<file path="config.mk">
export PLATFORM = sky130hd
export DESIGN_NAME = attractor_logger
export DESIGN_NICKNAME = d
export VERILOG_FILES = /design/src/rtl/attractor_logger.sv
export SDC_FILE = /design/constraint.sdc
export NUM_CORES = 1
export LEC_CHECK = 0
export CAP_MARGIN = 20
export CORE_MARGIN = 1
export CORE_UTILIZATION = 57
export DETAILED_ROUTE_END_ITERATION = 8
export PLACE_DENSITY = 0.78
export SYNTH_ARGS = -nofsm -noshare
export SYNTH_HDL_FRONTEND = slang
export SYNTH_SLANG_ARGS = --single-unit
</file>
<file path="constraint.sdc">
create_clock -name clk -period 3.3 [get_ports clk]
set_input_delay 0.99 -clock clk [delete_from_list [all_inputs] [get_ports clk]]
set_output_delay 0.99 -clock clk [all_outputs]
set_load 0.005 [all_outputs]
</file>
<file path="src/rtl/attractor_logger.sv">
// Logs the outcome of each gene-network run (fixed point, cycle or timeout) into a
// first-word fall-through record FIFO with sticky overflow and drop counting.
module attractor_logger #(
  parameter int unsigned FIFO_DEPTH = 4,
  parameter logic [7:0]  MAX_STEPS  = 8'd255
) (
  input  logic       clk,
  input  logic       rst,
  input  logic       start,
  input  logic [7:0] init_val,
  input  logic [7:0] x,
  input  logic       fixed_flag,
  input  logic       cycle_flag,
  input  logic       rec_ready,
  output logic       rec_valid,
  output logic [7:0] rec_init,
  output logic [7:0] rec_state,
  output logic [1:0] rec_type,
  output logic [7:0] rec_steps,
  output logic       busy,
  output logic       overflow,
  output logic [7:0] drop_cnt
);

  localparam int unsigned AW = $clog2(FIFO_DEPTH);
  localparam int unsigned RW = 26;

  localparam logic [1:0] TypeFixed   = 2'b00;
  localparam logic [1:0] TypeCycle   = 2'b01;
  localparam logic [1:0] TypeTimeout = 2'b10;

  typedef enum logic [1:0] {
    StIdle = 2'd0,
    StRun  = 2'd1,
    StPush = 2'd2
  } state_e;

  state_e        r_state;
  state_e        w_state_nxt;

  logic [7:0]    r_init;
  logic [7:0]    r_step_cnt;
  logic [7:0]    w_step_inc;
  logic [7:0]    r_cap_state;
  logic [7:0]    r_cap_steps;
  logic [1:0]    r_cap_type;
  logic          w_load;
  logic          w_capture;
  logic [1:0]    w_cap_type;

  logic          r_overflow;
  logic [7:0]    r_drop_cnt;

  logic [RW-1:0] r_mem [FIFO_DEPTH];
  logic [AW:0]   r_wr_ptr;
  logic [AW:0]   r_rd_ptr;
  logic          w_empty;
  logic          w_full;
  logic          w_push;
  logic          w_pop;
  logic          w_drop;
  logic [RW-1:0] w_head;

  // Count including the current RUN cycle, i.e. cycles elapsed since the start edge.
  assign w_step_inc = (r_step_cnt >= MAX_STEPS) ? MAX_STEPS : r_step_cnt + 8'd1;

  always_comb begin
    w_state_nxt = r_state;
    w_load      = 1'b0;
    w_capture   = 1'b0;
    w_cap_type  = TypeFixed;
    unique case (r_state)
      StIdle: begin
        if (start) begin
          w_load      = 1'b1;
          w_state_nxt = StRun;
        end
      end
      StRun: begin
        if (start) begin
          w_load      = 1'b1;
        end else if (fixed_flag) begin
          w_capture   = 1'b1;
          w_cap_type  = TypeFixed;
          w_state_nxt = StPush;
        end else if (cycle_flag) begin
          w_capture   = 1'b1;
          w_cap_type  = TypeCycle;
          w_state_nxt = StPush;
        end else if (w_step_inc == MAX_STEPS) begin
          w_capture   = 1'b1;
          w_cap_type  = TypeTimeout;
          w_state_nxt = StPush;
        end
      end
      StPush: begin
        if (start) begin
          w_load      = 1'b1;
          w_state_nxt = StRun;
        end else begin
          w_state_nxt = StIdle;
        end
      end
      default: w_state_nxt = StIdle;
    endcase
  end

  always_ff @(posedge clk) begin
    if (rst) begin
      r_state     <= StIdle;
      r_init      <= 8'd0;
      r_step_cnt  <= 8'd0;
      r_cap_state <= 8'd0;
      r_cap_steps <= 8'd0;
      r_cap_type  <= 2'b00;
    end else begin
      r_state <= w_state_nxt;
      if (w_load) begin
        r_init     <= init_val;
        r_step_cnt <= 8'd0;
      end else if (r_state == StRun) begin
        r_step_cnt <= w_step_inc;
      end
      if (w_capture) begin
        r_cap_state <= x;
        r_cap_type  <= w_cap_type;
        r_cap_steps <= w_step_inc;
      end
    end
  end

  assign w_empty = (r_wr_ptr == r_rd_ptr);
  assign w_full  = (r_wr_ptr[AW] != r_rd_ptr[AW]) &&
                   (r_wr_ptr[AW-1:0] == r_rd_ptr[AW-1:0]);
  assign w_pop   = !w_empty && rec_ready;
  // A full FIFO still accepts the record if the head leaves in the same cycle.
  assign w_push  = (r_state == StPush) && (!w_full || w_pop);
  assign w_drop  = (r_state == StPush) && !w_push;

  always_ff @(posedge clk) begin
    if (rst) begin
      r_wr_ptr   <= '0;
      r_rd_ptr   <= '0;
      r_overflow <= 1'b0;
      r_drop_cnt <= 8'd0;
    end else begin
      if (w_push) begin
        r_wr_ptr <= r_wr_ptr + {{AW{1'b0}}, 1'b1};
      end
      if (w_pop) begin
        r_rd_ptr <= r_rd_ptr + {{AW{1'b0}}, 1'b1};
      end
      if (w_drop) begin
        r_overflow <= 1'b1;
        if (r_drop_cnt != 8'hFF) begin
          r_drop_cnt <= r_drop_cnt + 8'd1;
        end
      end
    end
  end

  always_ff @(posedge clk) begin
    if (w_push) begin
      r_mem[r_wr_ptr[AW-1:0]] <= {r_init, r_cap_state, r_cap_type, r_cap_steps};
    end
  end

  assign w_head    = r_mem[r_rd_ptr[AW-1:0]];
  assign rec_valid = !w_empty;
  // Outputs read zero when nothing is queued, which also covers the reset state.
  assign {rec_init, rec_state, rec_type, rec_steps} = rec_valid ? w_head : '0;
  assign busy      = (r_state != StIdle);
  assign overflow  = r_overflow;
  assign drop_cnt  = r_drop_cnt;

endmodule

</file>
==> results list, run 1 <==
* Final max-slew violation count: 0
- Htree depth: 4
* Antenna Nets Post-Route: 0
- In this run the top signal layer used is met4.
- 0 antenna diodes ended up in the layout.
* Syn-to-layout area delta: 21.8%
- Pin count of the biggest net entering global routing: 30
- Fmax: about 0.31 GHz
* Type of the worst setup path: reg2out
* Length of routed met2 wiring: between 6000 and 7000 µm
- Final setup vio count: 0
- The worst-case IR drop observed on VDD is approximately 0.00035 V.
- Port Buffers: 58
* Number of nets in the layout: approximately 540
- Synthesis produced a netlist whose cell count is 438.
* Worst hold slack: around 0.47 ns
- Setup repair after global routing left no endpoint under its margin.
- Detailed placer's ending HPWL: 7350 µm
- Number of distinct library cells after synthesis: 40
- In the finished design, the share of the clock period the worst path needs comes to a little over nine tenths.
* Clock network power share: a little over two fifths
* Clock period minus final worst setup slack: 3.22 ns
- Design internal power: between 3 and 4 mW
* Number of global-route vias before repair: between 3k and 4k
* Final setup slack of the worst path: 0.0819 ns
* First-pass GRT wire length: between 15000 and 20000 µm
- Cells fill between 70% and 80% of the core in the end.
* Switching power total: roughly 900 µW
- Area after DPL: around 0.007 mm²
- No sink is reached through more buffers than the 2 on the longest clock path.
* Switching power share of the total: 22.1%
- In this run the tightest slew margin relative to its limit is between 50% and 60%.
* Final Routed Wirelength: roughly 12000 µm
- Buffers inserted during clock tree synthesis total 17.
* Hold Path Class: reg2reg
- Setup slack on the worst flop-to-flop path: around 0.92 ns
* DRT Pass-1 Iters: 5
* Number of cells on the worst hold path: 2
- Initial antenna violation count: 0
- Yosys reg bits: around 160
- Setup Fix Bufs, Post-CTS: 0
- The routed layout has 3756 vias.
- Clock latency on the worst-skew pair: roughly 0.51 ns
- Total die area: approximately 0.011 mm²
- Number of ports placed on the die boundary: between 50 and 60
* FF-to-FF path depth: 7
- The number of nets handed over by synthesis was between 400 and 500.
- The root buffer cell chosen for the clock tree is sky130_fd_sc_hd__clkbuf_8.
- Signal arrival time at the worst endpoint: roughly 2.2 ns
- Hold repair after CTS inserted 0 buffers.
- Routability cong.: around 0.86
* Remaining Overflow, GRT: 0
- For this design, the sink count on the clock tree is approximately 160.
* Area inside the core boundary: 0.0104 mm²
- Synth warn: 0
* Design Power: around 4 mW
- In this run the critical register-to-register path is launched from r_step_cnt[0].
- CP Launch Type: flop
* Placed Cells: about 620
* Clock transition at path regs: 0.07 ns
- Die outline width: 106 µm
- Per report_power, the sequential group accounts for a little over half of the total.
- Sequential cells were found to cover roughly 67% of the synthesized design area.
- Synthesized area divided by synthesized cell count: 14.2 µm²
* Setup crit end kind: primary output
- The initialized floorplan defines 37 standard-cell rows.
- The clock arrives with between 0.009 and 0.01 ns of skew.
- Logic gate share of total power: 5.0%
* Vias/cell: 5.73
- Max-cap violations in this run came to 0.
- Height of the chip: roughly 110 µm
* Effective utilization at floorplan: ~60%
* Average wire length per cell after detail routing: between 15 and 20 µm
- For this run, design rule violations remaining after detail routing come to 0.
- Yosys top cell area share: between 50% and 60%
- Final-layout setup total negative slack: 0 ns
* Routed met3 length: roughly 600 µm
- For the pin with the worst max-slew slack, the measured transition is approximately 0.60 ns.
* PD cells: 539 mW/mm²
* Cell Count, Final, Fillers Out: between 600 and 700
- The count of endpoints failing hold in the final timing report came to 0.
* First DRT Iteration DRCs: about 250
- Summed over all instances, the cell type with the most area after synthesis is sky130_fd_sc_hd__edfxtp_1.
- Critical path data required time: ~2.3 ns
- The post-route netlist has ~15% of its cells at a drive strength greater than 1.
* Hold path startpoint: overflow
- In the post-synthesis netlist, the biggest area contributors are sky130_fd_sc_hd__edfxtp_1, sky130_fd_sc_hd__dfxtp_1, sky130_fd_sc_hd__mux4_2.
- Post-route cell area: around 0.0076 mm²
* Outcome: complete, no violations
- Max FO, Critical Path: 13
* Total GRT Usage: a little over a fifth
- The synthesized netlist occupies a cell area of just over 0.006 mm².
- TritonCTS built the clock tree.
* Setup slack after placement: around 0.37 ns
* Leak Pwr: about 2.5 nW
- The detailed router put a total of 4890 µm of wire on met1.
registers in the layout (all words and copies together) (netlist names), named ones only:
signal       cells
r_mem          104
drop_cnt         8
r_cap_state      8
r_cap_steps      8
r_init           8
r_step_cnt       8
r_rd_ptr         3
r_wr_ptr         3
r_cap_type       2
r_state          2
overflow         1
kinds of logic (layout without fill, tap and decap cells):
| family | after synthesis | in the layout | share of synthesized area, % |
|---|---|---|---|
| buffers and inverters | 29 | 111 | 1.86 |
| AOI/OAI and AO/OA | 60 | 60 | 6.09 |
| adders and majority gates | 7 | 7 | 1.41 |
| and+or+nand+nor | 141 | 141 | 11.0 |
| muxes | 30 | 30 | 10.1 |
| DFF | 157 | 157 | 67.4 |
| xor gates and xnor gates | 14 | 14 | 2.10 |
worst max-delay path, cell delays in order, from the launching register on:
cell,delay (ns)
sky130_fd_sc_hd__dfxtp_2,0.36
sky130_fd_sc_hd__buf_8,0.20
sky130_fd_sc_hd__mux4_2,0.53
sky130_fd_sc_hd__and2_1,0.18
sky130_fd_sc_hd__clkdlybuf4s50_1,0.45
layer usage:
layer	up-vias	GRT usage, %
li1	1769	-
met1	1862	28.2
met2	123	37.6
met3	2	4.23
met4	0	6.94
met5	-	0
synthesized netlist by cell type:
library cell,number
sky130_fd_sc_hd__a211o_1,1
sky130_fd_sc_hd__a211oi_1,6
sky130_fd_sc_hd__a21oi_1,27
sky130_fd_sc_hd__a311oi_1,6
sky130_fd_sc_hd__a31oi_1,4
sky130_fd_sc_hd__a32oi_1,1
sky130_fd_sc_hd__a41oi_1,1
sky130_fd_sc_hd__and2_1,31
sky130_fd_sc_hd__and3_1,1
sky130_fd_sc_hd__buf_2,5
sky130_fd_sc_hd__clkbuf_1,18
sky130_fd_sc_hd__dfxtp_1,53
sky130_fd_sc_hd__edfxtp_1,104
sky130_fd_sc_hd__ha_1,7
sky130_fd_sc_hd__inv_1,6
sky130_fd_sc_hd__mux2i_1,4
sky130_fd_sc_hd__mux4_2,26
sky130_fd_sc_hd__nand2_1,42
sky130_fd_sc_hd__nand2b_1,6
sky130_fd_sc_hd__nand3_1,7
sky130_fd_sc_hd__nand3b_1,1
sky130_fd_sc_hd__nand4_1,4
sky130_fd_sc_hd__nand4_2,1
sky130_fd_sc_hd__nor2_1,36
sky130_fd_sc_hd__nor2b_1,1
sky130_fd_sc_hd__nor3_1,3
sky130_fd_sc_hd__nor4_1,2
sky130_fd_sc_hd__o21a_1,1
sky130_fd_sc_hd__o21ai_0,7
sky130_fd_sc_hd__o21bai_1,1
sky130_fd_sc_hd__o221a_2,1
sky130_fd_sc_hd__o311ai_0,1
sky130_fd_sc_hd__o31a_1,1
sky130_fd_sc_hd__o31ai_1,2
sky130_fd_sc_hd__or2_2,1
sky130_fd_sc_hd__or3_1,3
sky130_fd_sc_hd__or4_1,2
sky130_fd_sc_hd__xnor2_1,7
sky130_fd_sc_hd__xnor2_2,1
sky130_fd_sc_hd__xor2_1,6
cell usage in the layout (no fill, tap or decap), types with 3 or more instances in the layout:
| master | count |
|---|---|
| sky130_fd_sc_hd__a211oi_1 | 6 |
| sky130_fd_sc_hd__a21oi_1 | 27 |
| sky130_fd_sc_hd__a311oi_1 | 6 |
| sky130_fd_sc_hd__a31oi_1 | 4 |
| sky130_fd_sc_hd__and2_1 | 31 |
| sky130_fd_sc_hd__buf_4 | 11 |
| sky130_fd_sc_hd__clkbuf_16 | 16 |
| sky130_fd_sc_hd__clkdlybuf4s50_1 | 58 |
| sky130_fd_sc_hd__clkinv_4 | 5 |
| sky130_fd_sc_hd__dfxtp_1 | 52 |
| sky130_fd_sc_hd__edfxtp_1 | 104 |
| sky130_fd_sc_hd__ha_1 | 7 |
| sky130_fd_sc_hd__inv_1 | 6 |
| sky130_fd_sc_hd__inv_6 | 5 |
| sky130_fd_sc_hd__mux2i_1 | 4 |
| sky130_fd_sc_hd__mux4_2 | 26 |
| sky130_fd_sc_hd__nand2_1 | 42 |
| sky130_fd_sc_hd__nand2b_1 | 6 |
| sky130_fd_sc_hd__nand3_1 | 7 |
| sky130_fd_sc_hd__nand4_1 | 4 |
| sky130_fd_sc_hd__nor2_1 | 36 |
| sky130_fd_sc_hd__nor3_1 | 3 |
| sky130_fd_sc_hd__o21ai_0 | 7 |
| sky130_fd_sc_hd__or3_1 | 3 |
| sky130_fd_sc_hd__xnor2_1 | 7 |
| sky130_fd_sc_hd__xor2_1 | 5 |
worst paths after layout:
| check | end |
|---|---|
| hold reg to reg | overflow |
| hold / removal | overflow |
| setup reg to reg | r_cap_steps[7] |
| setup / recovery | rec_steps[4] |
power groups by stage:
stage | logic [mW] | clock network [mW] | registers (mW)
2_1_floorplan | 0.103 | 0 | 2.17
3_3_place_gp | 0.196 | 0 | 2.17
3_5_place_dp | 0.201 | 0 | 2.17
4_1_cts | 0.203 | 1.77 | 2.13
5_1_grt | 0.220 | 1.85 | 2.13
6_report | 0.202 | 1.74 | 2.13
area by class of cell:
cell class	count	area, µm²
flip-flops and latches	157	4190
multi-input cells	252	1910
clock inverters	14	125
clock buffers	18	418
inverters	6	22.5
well taps	136	170
repair buffers	73	724
fillers	677	2860
timing repair:
| item | 4_1_cts | 5_1_grt |
|---|---|---|
| gates cloned | 0 | 0 |
| resized for setup | 2 | 4 |
| hold endpoints to repair | 0 | 0 |
| endpoints found under the setup margin | 7 | 26 |
(Power assumes the default switching activity.)
==> run 2, diff against run 1 <==
SKIP_CTS_REPAIR_TIMING = 1   (was unset)
==> results of run 2 <==
Final layout, timing and power as in run 1 (identical DEF).
Main changes from that run: via count of the first global-routing pass 3757 -> 3760
